<file path="src/rtl/tnn_feature_framer_if.sv">
// Stream bundle for the feature framer: raw-sample input side and quantized-frame output side.
// The master drives samples and consumes frames; the slave is the framer itself.
interface tnn_feature_framer_if #(
    parameter int RAW_W  = 8,
    parameter int FEAT_W = 3,
    parameter int N_FEAT = 5
);
    logic [RAW_W-1:0]         in_data;
    logic                     in_valid;
    logic                     in_last;
    logic                     in_ready;
    logic [N_FEAT*FEAT_W-1:0] out_vec;
    logic                     out_valid;
    logic                     out_ready;

    modport master (
        output in_data, in_valid, in_last, out_ready,
        input  in_ready, out_vec, out_valid
    );

    modport slave (
        input  in_data, in_valid, in_last, out_ready,
        output in_ready, out_vec, out_valid
    );
endinterface

</file>
<file path="src/rtl/tnn_feature_framer.sv">
// Rounds raw samples to FEAT_W bits with saturation and packs N_FEAT of them into a
// registered frame for the ternary-neuron cores; one assembled frame can wait behind the output.
module tnn_feature_framer #(
    parameter int RAW_W  = 8,
    parameter int FEAT_W = 3,
    parameter int N_FEAT = 5
) (
    input  logic                 clk,
    input  logic                 rst,
    tnn_feature_framer_if.slave  bus,
    output logic                 frame_err,
    output logic [7:0]           err_cnt,
    output logic [15:0]          frame_cnt
);
    localparam int SH    = RAW_W - FEAT_W;
    localparam int IDX_W = (N_FEAT > 1) ? $clog2(N_FEAT) : 1;
    localparam logic [IDX_W-1:0] LAST_IDX = IDX_W'(N_FEAT - 1);
    localparam logic [IDX_W-1:0] IDX_ZERO = {IDX_W{1'b0}};
    localparam logic [RAW_W:0]   RND_C    = (RAW_W+1)'(1) << (SH - 1);
    localparam logic [RAW_W:0]   SAT_C    = (RAW_W+1)'((1 << FEAT_W) - 1);

    typedef enum logic [1:0] {
        ST_COLLECT = 2'd0,
        ST_HOLD    = 2'd1,
        ST_DRAIN   = 2'd2
    } state_t;

    // Round-half-up at RAW_W+1 bits so the carry out of the rounding add is never lost.
    function automatic logic [FEAT_W-1:0] quantize(input logic [RAW_W-1:0] d);
        logic [RAW_W:0] sum;
        logic [RAW_W:0] q;
        sum = {1'b0, d} + RND_C;
        q   = sum >> SH;
        if (q > SAT_C) begin
            quantize = SAT_C[FEAT_W-1:0];
        end else begin
            quantize = q[FEAT_W-1:0];
        end
    endfunction

    state_t                               state_r, state_n;
    logic [IDX_W-1:0]                     idx_r, idx_n;
    logic [N_FEAT-1:0][FEAT_W-1:0]        asm_r;
    logic [N_FEAT-1:0][FEAT_W-1:0]        asm_next_s;
    logic [N_FEAT*FEAT_W-1:0]             out_vec_r;
    logic                                 out_valid_r;
    logic                                 err_r;
    logic [7:0]                           err_cnt_r;
    logic [15:0]                          frame_cnt_r;
    logic                                 ready_s;
    logic                                 beat_s;
    logic                                 pop_s;
    logic                                 wr_s;
    logic                                 ld_new_s;
    logic                                 ld_hold_s;
    logic                                 err_s;
    logic [FEAT_W-1:0]                    q_s;

    // Acceptance is a function of state only, so out_ready never reaches in_ready.
    always_comb begin
        ready_s = 1'b0;
        if (rst) begin
            ready_s = 1'b0;
        end else begin
            ready_s = (state_r != ST_HOLD);
        end
    end

    assign beat_s = bus.in_valid && ready_s;
    assign pop_s  = out_valid_r && bus.out_ready;
    assign q_s    = quantize(bus.in_data);

    // Assembly view with the current beat already inserted, used when the last beat loads directly.
    always_comb begin
        asm_next_s        = asm_r;
        asm_next_s[idx_r] = q_s;
    end

    // FSM state and slot index registers.
    always_ff @(posedge clk) begin
        if (rst) begin
            state_r <= ST_COLLECT;
            idx_r   <= IDX_ZERO;
        end else begin
            state_r <= state_n;
            idx_r   <= idx_n;
        end
    end

    // Next-state and datapath strobes for framing, overflow into HOLD and resync in DRAIN.
    always_comb begin
        state_n   = state_r;
        idx_n     = idx_r;
        wr_s      = 1'b0;
        ld_new_s  = 1'b0;
        ld_hold_s = 1'b0;
        err_s     = 1'b0;
        case (state_r)
            ST_COLLECT: begin
                if (beat_s) begin
                    wr_s = 1'b1;
                    if (idx_r != LAST_IDX) begin
                        if (bus.in_last) begin
                            err_s = 1'b1;
                            idx_n = IDX_ZERO;
                        end else begin
                            idx_n = idx_r + IDX_W'(1);
                        end
                    end else begin
                        idx_n = IDX_ZERO;
                        if (bus.in_last) begin
                            if (!out_valid_r || pop_s) begin
                                ld_new_s = 1'b1;
                            end else begin
                                state_n = ST_HOLD;
                            end
                        end else begin
                            err_s   = 1'b1;
                            state_n = ST_DRAIN;
                        end
                    end
                end else begin
                    wr_s = 1'b0;
                end
            end
            ST_HOLD: begin
                if (pop_s) begin
                    ld_hold_s = 1'b1;
                    state_n   = ST_COLLECT;
                end else begin
                    state_n = ST_HOLD;
                end
            end
            ST_DRAIN: begin
                if (beat_s && bus.in_last) begin
                    idx_n   = IDX_ZERO;
                    state_n = ST_COLLECT;
                end else begin
                    state_n = ST_DRAIN;
                end
            end
            default: begin
                idx_n   = IDX_ZERO;
                state_n = ST_COLLECT;
            end
        endcase
    end

    // Assembly slots; cleared on reset so no stale samples survive.
    always_ff @(posedge clk) begin
        if (rst) begin
            asm_r <= '{default: {FEAT_W{1'b0}}};
        end else if (wr_s) begin
            asm_r[idx_r] <= q_s;
        end else begin
            asm_r <= asm_r;
        end
    end

    // Output frame register; a pop and a new load in the same cycle keep out_valid high.
    always_ff @(posedge clk) begin
        if (rst) begin
            out_vec_r   <= {(N_FEAT*FEAT_W){1'b0}};
            out_valid_r <= 1'b0;
        end else if (ld_new_s) begin
            out_vec_r   <= asm_next_s;
            out_valid_r <= 1'b1;
        end else if (ld_hold_s) begin
            out_vec_r   <= asm_r;
            out_valid_r <= 1'b1;
        end else if (pop_s) begin
            out_valid_r <= 1'b0;
        end else begin
            out_valid_r <= out_valid_r;
        end
    end

    // Error pulse and status counters.
    always_ff @(posedge clk) begin
        if (rst) begin
            err_r       <= 1'b0;
            err_cnt_r   <= 8'd0;
            frame_cnt_r <= 16'd0;
        end else begin
            err_r <= err_s;
            if (err_s && (err_cnt_r != 8'd255)) begin
                err_cnt_r <= err_cnt_r + 8'd1;
            end else begin
                err_cnt_r <= err_cnt_r;
            end
            if (pop_s) begin
                frame_cnt_r <= frame_cnt_r + 16'd1;
            end else begin
                frame_cnt_r <= frame_cnt_r;
            end
        end
    end

    assign bus.in_ready  = ready_s;
    assign bus.out_vec   = out_vec_r;
    assign bus.out_valid = out_valid_r;
    assign frame_err     = err_r;
    assign err_cnt       = err_cnt_r;
    assign frame_cnt     = frame_cnt_r;
endmodule

</file>
<file path="src/flat_wrapper.sv">
// flat-port wrapper written by rule: the top's interface ports become plain ports
module tnn_feature_framer_flat 
#(
    parameter int RAW_W  = 8,
    parameter int FEAT_W = 3,
    parameter int N_FEAT = 5
)
  (clk, rst, frame_err, err_cnt, frame_cnt, bus_in_data, bus_in_valid, bus_in_last, bus_out_ready, bus_in_ready, bus_out_vec, bus_out_valid);
  tnn_feature_framer_if #(.RAW_W(RAW_W), .FEAT_W(FEAT_W), .N_FEAT(N_FEAT)) bus_i ();
  input  logic clk;
  input  logic rst;
  output logic frame_err;
  output logic [7:0] err_cnt;
  output logic [15:0] frame_cnt;
  input wire logic [$bits(bus_i.in_data)-1:0] bus_in_data;
  input wire logic [$bits(bus_i.in_valid)-1:0] bus_in_valid;
  input wire logic [$bits(bus_i.in_last)-1:0] bus_in_last;
  input wire logic [$bits(bus_i.out_ready)-1:0] bus_out_ready;
  output wire logic [$bits(bus_i.in_ready)-1:0] bus_in_ready;
  output wire logic [$bits(bus_i.out_vec)-1:0] bus_out_vec;
  output wire logic [$bits(bus_i.out_valid)-1:0] bus_out_valid;
  assign bus_i.in_data = bus_in_data;
  assign bus_i.in_valid = bus_in_valid;
  assign bus_i.in_last = bus_in_last;
  assign bus_i.out_ready = bus_out_ready;
  assign bus_in_ready = bus_i.in_ready;
  assign bus_out_vec = bus_i.out_vec;
  assign bus_out_valid = bus_i.out_valid;
  tnn_feature_framer #(.RAW_W(RAW_W), .FEAT_W(FEAT_W), .N_FEAT(N_FEAT)) u_core (.clk(clk), .rst(rst), .bus(bus_i), .frame_err(frame_err), .err_cnt(err_cnt), .frame_cnt(frame_cnt));
endmodule
</file>
<file path="config.mk">
export PLATFORM = sky130hd
export DESIGN_NAME = tnn_feature_framer_flat
export DESIGN_NICKNAME = d
export VERILOG_FILES = /design/src/rtl/tnn_feature_framer_if.sv /design/src/rtl/tnn_feature_framer.sv /design/src/flat_wrapper.sv
export SDC_FILE = /design/constraint.sdc
export NUM_CORES = 1
export LEC_CHECK = 0
export ABC_AREA = 1
export CAP_MARGIN = 20
export CORE_MARGIN = 2
export CORE_UTILIZATION = 35
export CTS_BUF_LIST = sky130_fd_sc_hd__clkbuf_2
export CTS_CLUSTER_DIAMETER = 100
export DETAILED_ROUTE_END_ITERATION = 6
export SLEW_MARGIN = 20
export SYNTH_ARGS = -nofsm -noshare
export SYNTH_HDL_FRONTEND = slang
export SYNTH_SLANG_ARGS = --single-unit
</file>
<file path="constraint.sdc">
create_clock -name clk -period 1.66 [get_ports clk]
set_input_delay 0.249 -clock clk [delete_from_list [all_inputs] [get_ports clk]]
set_output_delay 0.249 -clock clk [all_outputs]
set_load 0.1 [all_outputs]
</file>
==> impl_results.md, run 1 <==
* Design area at 4610 um^2
* Max-slew violation count at 0
* Outcome: completed
* Port bufs at 50
* Slew HR at 66.5%
* Syn Area/Cell at 7.02 um^2
* Layout cell share with drive strength beyond 1 at 29.2%
* Detailed placement HPWL at 5.55 mm
* Reg clk slew, reported paths at 0.18 ns
* Count of final hold-check violations at 0
* CP top delay family: flip-flops
* Antenna cells at 0
* Iter 0 DRT Violations at 83
* First-pass GRT wire length at 13.1 mm
* Final net count at 543
* Routed via count at 3057
* Remaining DRCs at 0
* Netlist Area Pre-Place at 3160 um^2
* Ys async rst share at 0%
* Crit path top cell by count: inv_4
* Final setup vio count at 0
* CTS HTree Levels at 3
* Layout area overhead at 45.6%
* Worst min-delay path class: primary input to flip-flop
* Yosys warns at 0
* Critical path fanouts, max at 3
* Net Sw Frac at 25.8%
* CTS tree: done
* Synth Net Count at 469
* CTS max path bufs at 2
* Remaining Overflow, GRT at 0
* All-Layer GR Usage at 16.4%
* DRT Wirelength at 7.52 mm
* Die Width at 99.1 um
* Die Area at 9820 um^2
* Most common cell after layout, fill and taps aside: nand2_1
* Vias per cell at 4.79
* Top_reg_cell synth: dfxtp_1
* Sequential Power Share at 53.9%
* Setup CP Type: flip-flop to primary output
* Initial core utilization at 36.1%
* Vias in the first global route at 2902
* F_max at 637 MHz
* Worst-skew pair later-pin latency at 0.49 ns
* RSZ-0062 raised after global routing: yes
* Most frequent cells in the layout: nand2_1 (108), inv_1 (46), buf_12 (46)
* Worst-Margin Slew at 0.503 ns
* Mapped Cells at 451
* Crit path launch type: flip-flop
* Fin Setup TNS at 0 ns
* Initial antenna violation count at 0
* Die Height at 99.1 um
* # rows at 34
* DRT antenna net count at 0
* Worst path bufs/invs at 3
* Int Pwr at 2.07 mW
* Core area at 8760 um^2
* Critical Path AT at 1.32 ns
* Post-synth EDFFs at 0
* Seq/Total Area, Yosys at 38.6%
* Layout Skew at 0.0304 ns
* Max VDD drop at 0.000292 V
* Largest net degree at the start of global routing at 37
* Unique masters post-synth at 35
* Net Sw Power at 0.720 mW
* WL/cell at 11.8 um
* Number of CTS-inserted buffers at 9
* Data required, critical path at 1.41 ns
* Crit share post-route at 94.5%
* Crit-path cells: inv_4, nand2_4, inv_4, nor2_4, buf_12
* Initial DRT Pass Iterations at 4
* Static leakage at 1.80 nW
* Critical Path Sink Type: primary output
* Crit-path max cell delay at 0.38 ns
* Clock share of power at 37.1%
* IO Count at 55
* Logic pwr share at 9.0%
* Yosys reg bits at 61
* Root Driver: clkbuf_2
* Final Wtd Congestion at 0.815
* Max Cap Violations at 0
* Clk sink count at 61
* Final critical-path required period at 1.57 ns
* Power density cells at 606 nW/um^2
* Post-Place Cell Area at 4400 um^2
* Slowest stage cell, crit path: dfxtp_2
metal layers:
metal,up-vias,track usage [%],share of wire [%]
met1,1377,20.7,45
met2,62,27.7,50
met4,0,4.21,1.2
met3,8,4.61,4.5
li1,1610,-,-
met5,-,0,0
logic make-up (layout without fill, tap and decap cells):
| logic type | Yosys count | count (layout) | share of synthesized area, % |
|---|---|---|---|
| buffers and inverters | 64 | 143 | 8.62 |
| XOR/XNOR | 7 | 7 | 1.94 |
| adder cells (fa/ha/maj) | 5 | 5 | 1.98 |
| flip-flops | 61 | 61 | 38.6 |
| AND/OR/NAND/NOR | 224 | 224 | 33.1 |
| AO/OA/AOI/OAI | 90 | 90 | 15.7 |
flip-flops by register name, summed over array words and instances, names as in the netlist:
signal	count
u_core.asm_r	15
u_core.bus.out_valid	1
u_core.bus.out_vec	15
u_core.err_cnt	8
u_core.frame_cnt	16
u_core.frame_err	1
u_core.idx_r	3
u_core.state_r	2
tightest hold or removal path: stages:
cell     delay, ns
buf_2         0.13
inv_6         0.09
nand2_1       0.08
nor2_1        0.03
timing repair:
| action | in CTS | in global routing |
|---|---|---|
| endpoints found under the setup margin | 1 | 22 |
| hold buffers | 0 | 0 |
| setup buffers | 0 | 4 |
| pin swaps | 0 | 2 |
| resized for setup | 3 | 10 |
| gates cloned | 0 | 0 |
final timing paths:
path | endpoint | startpoint | slack [ns] | cells past startpoint
worst max-delay path | bus_in_ready | u_core.state_r[1]$_SDFFE_PP0P_ | 0.09 | 5
worst min-delay path | u_core.err_cnt[6]$_SDFFE_PP0P_ | rst | 0.11 | 4
worst max register to register | u_core.err_cnt[7]$_SDFFE_PP0P_ | u_core.idx_r[0]$_SDFFE_PP0P_ | 0.14 | 9
worst min register to register | u_core.bus.out_vec[5]$_SDFFE_PP0P_ | u_core.asm_r[5]$_SDFFE_PP0P_ | 0.47 | 2
power by group through the flow:
stage | logic [mW] | registers [mW] | clock network (mW)
after global placement | 0.240 | 1.54 | 0
after CTS | 0.247 | 1.51 | 1.07
final | 0.250 | 1.50 | 1.04
after detailed placement | 0.245 | 1.54 | 0
after floorplan | 0.138 | 1.55 | 0
after global routing | 0.280 | 1.51 | 1.14
Yosys cell counts, types with 2 or more instances:
master | count | share of area, %
a21oi_1 | 38 | 6.0
a21oi_2 | 11 | 3.0
and3_1 | 2 | 0.40
buf_2 | 2 | 0.32
clkbuf_1 | 7 | 0.83
dfxtp_1 | 61 | 39
ha_1 | 5 | 2.0
inv_1 | 47 | 5.6
nand2_1 | 109 | 13
nand2_2 | 13 | 2.6
nand3_1 | 31 | 4.9
nand4_1 | 7 | 1.4
nor2_1 | 43 | 5.1
nor2_4 | 4 | 1.4
nor3_1 | 7 | 1.1
nor3_2 | 3 | 0.95
o21ai_0 | 37 | 5.9
o21ai_1 | 2 | 0.32
xor2_1 | 6 | 1.7
cell type report:
class / instances / area [um^2]
Clock buffer: 10 / 50.0
Clock inverter: 6 / 77.6
Fill cell: 846 / 4160
Inverter: 51 / 204
Multi-Input combinational cell: 326 / 1710
Sequential cell: 61 / 1270
Tap cell: 108 / 135
Timing Repair Buffer: 76 / 1160
stage by stage:
stage / utilization [%] / hold WS (ns) / instances / setup WS, ns / total power, mW
after floorplan: - / 0.392 / 451 / -0.0215 / 1.69
after global placement: 50.2 / 0.454 / 618 / -0.122 / 1.78
after detailed placement: 50.2 / 0.466 / 618 / -0.171 / 1.78
after CTS: 51.8 / 0.0820 / 634 / 0.00761 / 2.82
after global routing: 52.6 / 0.0933 / 638 / -0.00818 / 2.93
final: 52.6 / 0.105 / 638 / 0.0907 / 2.79
(Power assumes the default switching activity.)
==> run 2: changes to the inputs <==
--- a/config.mk
+++ b/config.mk
@@ -7,11 +7,13 @@
 export LEC_CHECK = 0
 export ABC_AREA = 1
 export CAP_MARGIN = 20
+export CORE_ASPECT_RATIO = 1.25
 export CORE_MARGIN = 2
-export CORE_UTILIZATION = 35
+export CORE_UTILIZATION = 50
 export CTS_BUF_LIST = sky130_fd_sc_hd__clkbuf_2
 export CTS_CLUSTER_DIAMETER = 100
 export DETAILED_ROUTE_END_ITERATION = 6
+export PLACE_DENSITY = 0.76
 export SLEW_MARGIN = 20
 export SYNTH_ARGS = -nofsm -noshare
 export SYNTH_HDL_FRONTEND = slang
==> impl_results.md, run 2 (synthesis results as in run 1) <==
* Vias in the first global route at 3039 (was 2902)
* Layout cell share with drive strength beyond 1 at 29.0% (was 29.2%)
* Die Width at 75.2 um (was 99.1 um)
* Max Cap Violations at 0 (unchanged)
* Final core utilization at 75.0% (was 52.6%)
* F_max at 627 MHz (was 637 MHz)
* CP top delay family: flip-flops (unchanged)
* Largest net degree at the start of global routing at 21 (was 37)
* First-pass GRT wire length at 13.1 mm (unchanged)
* Data required, critical path at 1.41 ns (about the same)
* Core area at 6170 um^2 (was 8760 um^2)
* Die Height at 92.9 um (was 99.1 um)
* Crit share post-route at 96.1% (was 94.5%)
* RSZ-0062 raised after global routing: no (was yes)
* Clk sink count at 61 (unchanged)
* Remaining Overflow, GRT at 0 (unchanged)
* Worst path bufs/invs at 2 (was 3)
* Crit path launch type: flip-flop (unchanged)
* Iter 0 DRT Violations at 119 (was 83)
* Routed via count at 3228 (was 3057)
* Final setup vio count at 0 (unchanged)
* WL/cell at 12.7 um (was 11.8 um)
* Initial DRT Pass Iterations at 4 (unchanged)
* Initial antenna violation count at 0 (unchanged)
* Most common cell after layout, fill and taps aside: nand2_1 (unchanged)
* DRT Wirelength at 7.86 mm (was 7.52 mm)
* Critical Path AT at 1.35 ns (was 1.32 ns)
* Crit-path cells: nand2_4, inv_2, nor2_4, buf_12 (was inv_4, nand2_4, inv_4, nor2_4, buf_12)
* Setup CP Type: flip-flop to primary output (unchanged)
* Worst Slack Setup Final at 0.0655 ns (was 0.0907 ns)
* Initial core utilization at 51.3% (was 36.1%)
* Worst min-delay path class: primary input to flip-flop (unchanged)
* Antenna cells at 0 (unchanged)
* Post-Place Cell Area at 4430 um^2 (was 4400 um^2)
* DRT antenna net count at 0 (unchanged)
* CTS tree: done (unchanged)
* DP Cell Count at 600 (was 618)
* Vias per cell at 5.21 (was 4.79)
* Crit-path max cell delay at 0.40 ns (was 0.38 ns)
* Max FFs per register at 16 (unchanged)
* # rows at 32 (was 34)
* All-Layer GR Usage at 24.3% (was 16.4%)
* CTS HTree Levels at 3 (unchanged)
* Port bufs at 50 (unchanged)
* Critical Path Sink Type: primary output (unchanged)
* Non-Filler Instances at 619 (was 638)
* Layout Skew at 0.0165 ns (was 0.0304 ns)
* Worst-Margin Slew at 0.393 ns (was 0.503 ns)
* Placement Setup Slack at -0.176 ns (was -0.171 ns)
* Number of CTS-inserted buffers at 9 (unchanged)
* Max VDD drop at 0.000480 V (was 0.000292 V)
* Power density cells at 643 nW/um^2 (was 606 nW/um^2)
* Die Area at 6980 um^2 (was 9820 um^2)
* IO Count at 55 (unchanged)
* Layout area overhead at 46.1% (was 45.6%)
* Slowest stage cell, crit path: dfxtp_1 (was dfxtp_2)
* Reg clk slew, reported paths at 0.18 ns (about the same)
* Final critical-path required period at 1.59 ns (was 1.57 ns)
* Count of final hold-check violations at 0 (unchanged)
* Detailed placement HPWL at 5.77 mm (was 5.55 mm)
* Outcome: completed (unchanged)
* Worst-skew pair later-pin latency at 0.50 ns (was 0.49 ns)
* Slew HR at 73.6% (was 66.5%)
* Remaining DRCs at 0 (unchanged)
* Static leakage at 1.83 nW (was 1.80 nW)
* CTS max path bufs at 2 (unchanged)
* Max-slew violation count at 0 (unchanged)
* Final net count at 547 (was 543)
* CTS Hold Bufs at 0 (unchanged)
* Root Driver: clkbuf_2 (unchanged)
* Design area at 4620 um^2 (was 4610 um^2)
* Critical path fanouts, max at 4 (was 3)
* Final Wtd Congestion at 0.885 (was 0.815)
* Most frequent cells in the layout: nand2_1 (108), inv_1 (46), buf_12 (46) (unchanged)
* Tot Pwr at 2.97 mW (was 2.79 mW)
[run 2: layer usage]
metal	global-route usage, %	vias up	wire length [um]
met1	26.6	1484	3110
met3	5.77	18	352
met4	11.4	0	180
met5	0	-	0
li1	-	1626	-
met2	42.9	100	4220
[run 2: power by group]
group          total [mW]  internal, mW  switching (mW)  leakage, nW
clock                1.20         0.656           0.548       0.0936
combinational       0.263         0.104           0.158         1.22
sequential           1.50          1.48          0.0227        0.509
[run 2: worst paths after layout]
kind                                       start  slack [ns]                            endpoint  cells after the start
setup / recovery  u_core.state_r[0]$_SDFFE_PP0P_        0.07                        bus_in_ready                      4
hold / removal                       bus_in_last        0.42      u_core.state_r[0]$_SDFFE_PP0P_                      3
setup reg to reg    u_core.idx_r[0]$_SDFFE_PP0P_        0.15      u_core.err_cnt[6]$_SDFFE_PP0P_                     10
hold reg to reg     u_core.asm_r[2]$_SDFFE_PP0P_        0.48  u_core.bus.out_vec[2]$_SDFFE_PP0P_                      2
[run 2: layout make-up]
type | instances | area [um^2]
clock inverter | 5 | 98.8
tap | 85 | 106
multi-input combinational | 326 | 1700
fill | 472 | 1540
inverter | 51 | 201
timing repair buffer | 80 | 1200
sequential | 61 | 1270
clock buffer | 11 | 55.1
[run 2: worst reg2reg max path, stage by stage, from the launching register on]
cell     delay [ns]
dfxtp_1        0.37
inv_1          0.07
ha_1           0.22
nand2_2        0.12
xor2_1         0.24
nor2_4         0.08
buf_12         0.14
nand2_1        0.05
nand2_1        0.06
nand2_1        0.07
nor2_1         0.04
[run 2: stage by stage]
step / setup TNS, ns / hold WS (ns)
2_1_floorplan: -0.0215 / 0.392
3_3_place_gp: -2.15 / 0.456
3_5_place_dp: -3.23 / 0.461
4_1_cts: 0 / 0.373
5_1_grt: 0 / 0.400
6_report: 0 / 0.418
[run 2: repair_timing]
item                                   CTS  global route
endpoints found under the hold margin    0             0
setup buffers                            1             2
pin swaps                                1             1
resized for setup                        5             3
setup endpoints to repair                1            14
==> run 3: changes to the inputs <==
--- a/config.mk
+++ b/config.mk
@@ -14,7 +14,7 @@
 export CTS_CLUSTER_DIAMETER = 100
 export DETAILED_ROUTE_END_ITERATION = 6
 export PLACE_DENSITY = 0.76
-export SLEW_MARGIN = 20
+export SLEW_MARGIN = 15
 export SYNTH_ARGS = -nofsm -noshare
 export SYNTH_HDL_FRONTEND = slang
 export SYNTH_SLANG_ARGS = --single-unit
==> results of run 3 <==
Same layout as run 2: the final DEF is identical, and so are final timing and power.
